<file path="config.mk">
export PLATFORM = sky130hd
export DESIGN_NAME = rom_boot_loader
export DESIGN_NICKNAME = d
export VERILOG_FILES = /design/src/rtl/rom_boot_loader.sv
export SDC_FILE = /design/constraint.sdc
export NUM_CORES = 1
export LEC_CHECK = 0
export ABC_AREA = 1
export BUFFER_PORTS_ARGS = -buffer_cell sky130_fd_sc_hd__buf_2
export CAP_MARGIN = 20
export CELL_PAD_IN_SITES_DETAIL_PLACEMENT = 0
export CELL_PAD_IN_SITES_GLOBAL_PLACEMENT = 2
export CORE_ASPECT_RATIO = 1.4
export CORE_MARGIN = 2
export CORE_UTILIZATION = 36
export DETAILED_ROUTE_END_ITERATION = 6
export PLACE_DENSITY = 0.91
export SETUP_SLACK_MARGIN = 0.1
export SLEW_MARGIN = 10
export SYNTH_ARGS = -nofsm -noshare
export SYNTH_HDL_FRONTEND = slang
export SYNTH_SLANG_ARGS = --single-unit
</file>
<file path="constraint.sdc">
create_clock -name clk -period 2.7 [get_ports clk]
set_input_delay 0.405 -clock clk [delete_from_list [all_inputs] [get_ports clk]]
set_output_delay 0.405 -clock clk [all_outputs]
set_load 0.1 [all_outputs]
</file>
<file path="src/rtl/rom_boot_loader.sv">
// Boot loader: takes a framed byte stream (sync, 16-bit word count, LE payload, mod-256 checksum),
// writes the words into the instruction ROM, then releases core reset. Optional inter-byte timeout: LOADER_TIMEOUT_EN.
`timescale 1ns/1ps
module rom_boot_loader #(
  parameter int          ADDR_W      = 12,
  parameter logic [7:0]  SYNC_BYTE   = 8'hA5,
  parameter int          TIMEOUT_CYC = 100000
) (
  input  logic              clk,
  input  logic              rst,
  input  logic [7:0]        rx_data,
  input  logic              rx_valid,
  output logic              rx_ready,
  output logic              rom_we,
  output logic [ADDR_W-1:0] rom_waddr,
  output logic [31:0]       rom_wdata,
  output logic              core_rst_n,
  output logic              load_done,
  output logic              load_err
);

  // Handshake: a byte transfers on a clk edge where rx_valid && rx_ready; rx_ready depends only on state.
  typedef enum logic [2:0] {
    S_IDLE, S_LEN0, S_LEN1, S_DATA, S_CSUM, S_DONE, S_ERR
  } state_t;

  localparam logic [16:0] CAP = 17'(1) << ADDR_W;

  state_t      state, state_next;
  logic        ready_en;
  logic        accept;
  logic        is_sync;
  logic [7:0]  len_lo;
  logic [15:0] len;
  logic [15:0] len_in;
  logic [7:0]  csum;
  logic [16:0] word_cnt;
  logic [1:0]  byte_cnt;
  logic [23:0] word_buf;
  logic        last_word;
  logic        timeout_hit;

  assign accept    = rx_valid && rx_ready;
  assign is_sync   = (rx_data == SYNC_BYTE);
  assign len_in    = {rx_data, len_lo};
  assign last_word = ((word_cnt + 17'd1) == {1'b0, len});

`ifdef LOADER_TIMEOUT_EN
  localparam int TW = $clog2(TIMEOUT_CYC);
  logic [TW-1:0] tmo_cnt;
  logic          tmo_active;

  assign tmo_active  = (state == S_LEN0) || (state == S_LEN1) || (state == S_DATA) || (state == S_CSUM);
  assign timeout_hit = tmo_active && !accept && (tmo_cnt == TW'(TIMEOUT_CYC - 1));

  // Restarts on every accepted byte and on every state change, so it measures the current silence only.
  always_ff @(posedge clk) begin
    if (rst || !tmo_active || accept || (state_next != state)) tmo_cnt <= '0;
    else                                                       tmo_cnt <= tmo_cnt + 1'b1;
  end
`else
  assign timeout_hit = 1'b0;
`endif

  always_ff @(posedge clk) begin
    if (rst) begin
      state     <= S_IDLE;
      ready_en  <= 1'b0;
      rom_we    <= 1'b0;
      rom_waddr <= '0;
      rom_wdata <= '0;
      len_lo    <= '0;
      len       <= '0;
      csum      <= '0;
      word_cnt  <= '0;
      byte_cnt  <= '0;
      word_buf  <= '0;
    end else begin
      state    <= state_next;
      ready_en <= 1'b1;
      rom_we   <= 1'b0;
      if (accept) begin
        case (state)
          S_IDLE, S_ERR: begin
            if (is_sync) begin
              csum      <= '0;
              word_cnt  <= '0;
              byte_cnt  <= '0;
              rom_waddr <= '0;
            end
          end
          S_LEN0: len_lo <= rx_data;
          S_LEN1: len    <= len_in;
          S_DATA: begin
            csum     <= csum + rx_data;
            byte_cnt <= byte_cnt + 2'd1;
            case (byte_cnt)
              2'd0: word_buf[7:0]   <= rx_data;
              2'd1: word_buf[15:8]  <= rx_data;
              2'd2: word_buf[23:16] <= rx_data;
              default: begin
                rom_we    <= 1'b1;
                rom_wdata <= {rx_data, word_buf};
                rom_waddr <= word_cnt[ADDR_W-1:0];
                word_cnt  <= word_cnt + 17'd1;
              end
            endcase
          end
          default: ;
        endcase
      end
    end
  end

  always_comb begin
    state_next = state;
    case (state)
      S_IDLE: if (accept && is_sync) state_next = S_LEN0;
      S_LEN0: if (accept) state_next = S_LEN1;
      S_LEN1: begin
        if (accept) begin
          if ({1'b0, len_in} > CAP)  state_next = S_ERR;
          else if (len_in == 16'd0)  state_next = S_CSUM;
          else                       state_next = S_DATA;
        end
      end
      S_DATA: if (accept && (byte_cnt == 2'd3) && last_word) state_next = S_CSUM;
      S_CSUM: if (accept) state_next = (rx_data == csum) ? S_DONE : S_ERR;
      S_DONE: state_next = S_DONE;
      S_ERR:  if (accept && is_sync) state_next = S_LEN0;
      default: state_next = S_IDLE;
    endcase
    if (timeout_hit) state_next = S_ERR;
  end

  always_comb begin
    rx_ready   = ready_en && (state != S_DONE);
    load_done  = (state == S_DONE);
    core_rst_n = (state == S_DONE);
    load_err   = (state == S_ERR);
  end

endmodule

</file>
# == After elaboration in Yosys (flattened, before gate mapping) ==
# Index checks and enable logic that the tools add are counted.
# totals
output_inout_bits,49
inputBits,11
regBits,124
elab_cells,82
# classes
n_bitwise,3
n_lt_le_gt_ge,1
n_reduce_logical,21
n_eq_ne,20
addsub,3
mux,21
# ops
cell,count
$mux 17,2
$pmux 17 s2,1
$mux 12,2
$pmux 12 s2,1
$mux 3,7
$pmux 3 s6,1
$add 17x1->17 const B,1
$eq 17x16->1,1
$gt 16x13->1 const B,1
$logic_not 16->1,1
$pmux 8 s2,1
$reduce_and 3->1,5
$ne 2x2->1 const B,5
$eq 3x3->1 const B,3
$add 8x8->8,1
$eq 8x8->1,1
$eq 8x8->1 const B,1
$mux 8,1
$eq 3x2->1 const B,2
$reduce_or 3->1,2
$logic_and 1x1->1,5
$reduce_and 5->1,1
$eq 2x2->1 const B,2
$mux 2,2
other kinds (14),19

# == Logic depth before layout (Yosys ltp) ==
# depth
ltp_word,7
ltp_mapped,16
depth_no_buf,16

# == Least setup slack after synthesis ==
# Ideal clock, no wire load.
# synth_path
kind,register to output
start,register state[2]
end,output port load_err
path_buffers,1
setup_slack_ns,0.528
path_stages_with_launch,4
arrival_time_ns,1.767
required_ns,2.295
path_cell_list,dfxtp_1 -> buf_2 -> nand2_1 -> nor2_1
# synth_via
elab_chain_cells,1
# synth_rtl
element,line,text
from (decl),29,"state_t state, state_next;"
from (signal assigned),79,state <= state_next;
$eq 3x3->1,140,load_err = (state == S_ERR);
to (decl),19,output logic load_err
# No other way between the ends.

# == Worst setup path in the final report ==
# layout_path
start,register word_cnt[0]
end,register state[0]
# layout_via
elab_chain_cells,5
# layout_rtl
element,line,text
from (decl),37,logic [16:0] word_cnt;
from (signal assigned),105,word_cnt <= word_cnt + 17'd1;
$add 17x1->17,46,"assign last_word = ((word_cnt + 17'd1) == {1'b0, len});"
$eq 17x16->1,46,
$logic_and 1x1->1,127,S_DATA: if (accept && (byte_cnt == 2'd3) && last_word) state_next = S_CSUM;
$ne 2x2->1 (no line),n/a,
$reduce_and 5->1 (no line),n/a,
# No other way between the ends.
# A chain may end at the register's enable or synchronous reset.

==> flow_summary.ini <==
[flow_run]
max_cap_viol_count = 0

[clocking]
clk_pin_slew_ps = 50
htree_levels = 4
cts-root-buf = clkbuf_16
hold_buffers = 0
cts_tree = done
ctsResizeCount = 0
post_cts_buffers = 0
clk_latency_ps = 410
cts_buffers = 17
cts.sinks = 124
clock_path_buffers = 2

[place]
dp_hpwl_um = 10400
post-place-ws_ps = 490
io_buffers = 59
gp_congestion = 0.923

[final_layout]
nets = 876
drive_above_1_share_pct = 15.2
postLayoutCoreUtil_pct = 43.1
syn_to_final_growth_pct = 18.0
diodes = 0

[drt]
ant_nets = 0
drcViolationCount = 0
firstDrtPassIters = 5
drt_iter0_markers = 230
wire_per_inst_um = 14.0
avgViaCountPerCell = 4.94
vias = 5227
wl_um = 14800

[floorplanning]
io_pins = 60
row_count = 54
fp.dieArea_um2 = 16800
die_h_um = 153
die_w_um = 110
initial_utilization_pct = 36.6
core_area_um2 = 15500

[worst_setup_path]
cp_top_family = simple AND/OR/NAND/NOR gates
critPathBufInv = 0
startpoint_type = flop
path_max_fanout = 6
slowest_stage = dfxtp_1
critical_path.max_stage_delay_ps = 410
critPathKind = reg2reg
worstPathRequired_ps = 3010
path_common_cell = nand2_1
cp-end-kind = flop
arrival_ps = 2470
crit_chain = ha_1, nand2_2, nor2_4, nand2_1, nand2_1, nand2_1, nand2_1, nand2_1, nor2_1, nand3_1, nor2_1, nand2_1, nand2_2, nand3_1, nand2_1, nor2_1
reg2reg_setup_slack_ps = 540

[logic_synthesis]
syn_area_um2 = 5680
async_reset_ff_share_pct = 0
synth_mux_area_share_pct = 0
synthAdderAreaFrac_pct = 3.22
synth_edf_count = 0
synth_compound_area_share_pct = 16.7
synth_seq_area_share_pct = 43.7
ys_types = 33
syn_nets = 824
yosys.area.top_type = dfxtp_1
synth_top_family_by_area = simple AND/OR/NAND/NOR gates
synth_area_leaders = dfxtp_1, nand2_1, nor2_1, o21ai_0, a21oi_1
synth_top_cell_area_share_pct = 43.7
synthSimpleGateAreaFrac_pct = 27.8
ys_ff_latch = 124
syn_area_per_cell_um2 = 7.11
synth_top_flop_cell = dfxtp_1
synth_cells = 799
synthXorXnorAreaFrac_pct = 0.859
yosysWarnings = 0

[outcome]
outcome = completed

[timing]
finalCriticalPeriod_ps = 2160
max_freq_ghz = 0.463
drv_slew = 0
hold_viol = 0
fin_tns_setup_ps = 0
max_slew_margin_pct = 57.5
worstMarginPinSlew_ps = 637
rsz0062_at_grt = no
holdWs_ps = 387
fin_crit_sh_pct = 80.0
layout_setup_ws_ps = 539
clock_skew_ps = 5.07
setup_viol = 0

[global_routing]
grt_max_degree = 48
grt_util_all_layers_pct = 18.5
gr-total-overflow = 0
grt_pass1_vias = 4951
antenna_found_initial = 0
grt_pass1_wl_um = 24200

[pwr]
p_total_mw = 4.15
ir_drop_mv = 0.362
leakagePower_nw = 2.76
power_density_nw_per_um2 = 619

[min_path]
worst_hold_path_type = in2reg
[routing by layer]
layer / share of wire [%] / track usage (%) / wire (µm)
met3: 3.1 / 4.53 / 463
met2: 51 / 32.0 / 7610
met4: 2.4 / 7.74 / 353
met5: 0 / 0 / 0
met1: 43 / 21.2 / 6390
[registers in the layout (all words and copies together) (netlist names)]
register and cells:
byte_cnt 2, word_buf 24, rom_wdata 32, len 16, state 3, word_cnt 17
rom_waddr 12, len_lo 8, ready_en 1, csum 8, rom_we 1
[kinds of logic (layout without fill, tap and decap cells)]
group,count (synthesis),count (layout)
AOI/OAI and AO/OA,184,184
DFF,124,124
buffers and inverters,103,166
and+or+nand+nor,370,370
xor gates and xnor gates,4,4
adders and majority gates,14,14
[worst paths after layout]
check,to,depth (start not counted),from
min,len[11],3,rx_data[3]
min reg2reg,rom_waddr[3],2,rom_waddr[3]
max reg2reg,state[0],16,word_cnt[0]
max,state[0],16,word_cnt[0]
[worst register-to-register path, cell delays in order (launching register included)]
cell and delay (ps):
dfxtp_1 410, ha_1 250, nand2_2 110, nor2_4 180, nand2_1 120, nand2_1 90, nand2_1 70, nand2_1 60
nand2_1 40, nor2_1 90, nand3_1 90, nor2_1 110, nand2_1 100, nand2_2 140, nand3_1 90, nand2_1 60
nor2_1 50
[stage by stage]
step	instance area (µm²)	cells
after floorplan	5680	799
after global placement	6140	1028
after detailed placement	6140	1028
after CTS	6700	1058
after global routing	6700	1058
final	6700	1058
[layout by cell type, fill, tap and decap left out, types with 2 or more instances in the layout]
master | Yosys | final
dfxtp_1 | 124 | 124
o21ai_2 | 2 | 2
ha_1 | 13 | 13
nor2_2 | 5 | 5
o21bai_1 | 2 | 2
clkinv_2 | 0 | 3
nand2_1 | 153 | 153
nor3_1 | 3 | 3
o21ai_0 | 90 | 90
nor2_4 | 5 | 5
clkbuf_16 | 0 | 17
nand2_2 | 7 | 7
nor4_1 | 2 | 2
nor2_1 | 132 | 132
nand4_1 | 11 | 11
clkinv_4 | 0 | 2
clkinvlp_4 | 0 | 4
or2_2 | 3 | 3
buf_12 | 0 | 2
a21oi_1 | 83 | 83
buf_2 | 9 | 59
a211oi_1 | 2 | 2
inv_2 | 8 | 9
buf_4 | 9 | 9
xor2_1 | 3 | 3
nand3b_1 | 5 | 5
inv_1 | 58 | 57
nand3_1 | 43 | 43
bufinv_16 | 0 | 2
[synthesized netlist by cell type, types with 3 or more instances]
cell,number
nand3b_1,5
nand2_1,153
xor2_1,3
nand2_2,7
or2_2,3
o21ai_0,90
buf_4,9
inv_2,8
nor2_1,132
clkbuf_1,18
inv_1,58
nor3_1,3
nor2_2,5
a21oi_1,83
nand4_1,11
ha_1,13
buf_2,9
nor2_4,5
dfxtp_1,124
nand3_1,43
[power breakdown]
group          switching (mW)  internal, mW
clock network           0.817          1.37
logic                  0.0960        0.0327
registers             0.00198          1.83
[final cells by class]
| cell class | instances | area (µm²) |
|---|---|---|
| sequential | 124 | 2480 |
| timing repair buffer | 70 | 403 |
| multi-input combinational | 572 | 2760 |
| inverter | 66 | 248 |
| clock buffer | 19 | 443 |
| tap | 196 | 245 |
| clock inverter | 11 | 123 |
| fill | 1651 | 8840 |
Note: power is estimated with default switching activity, not from simulation.
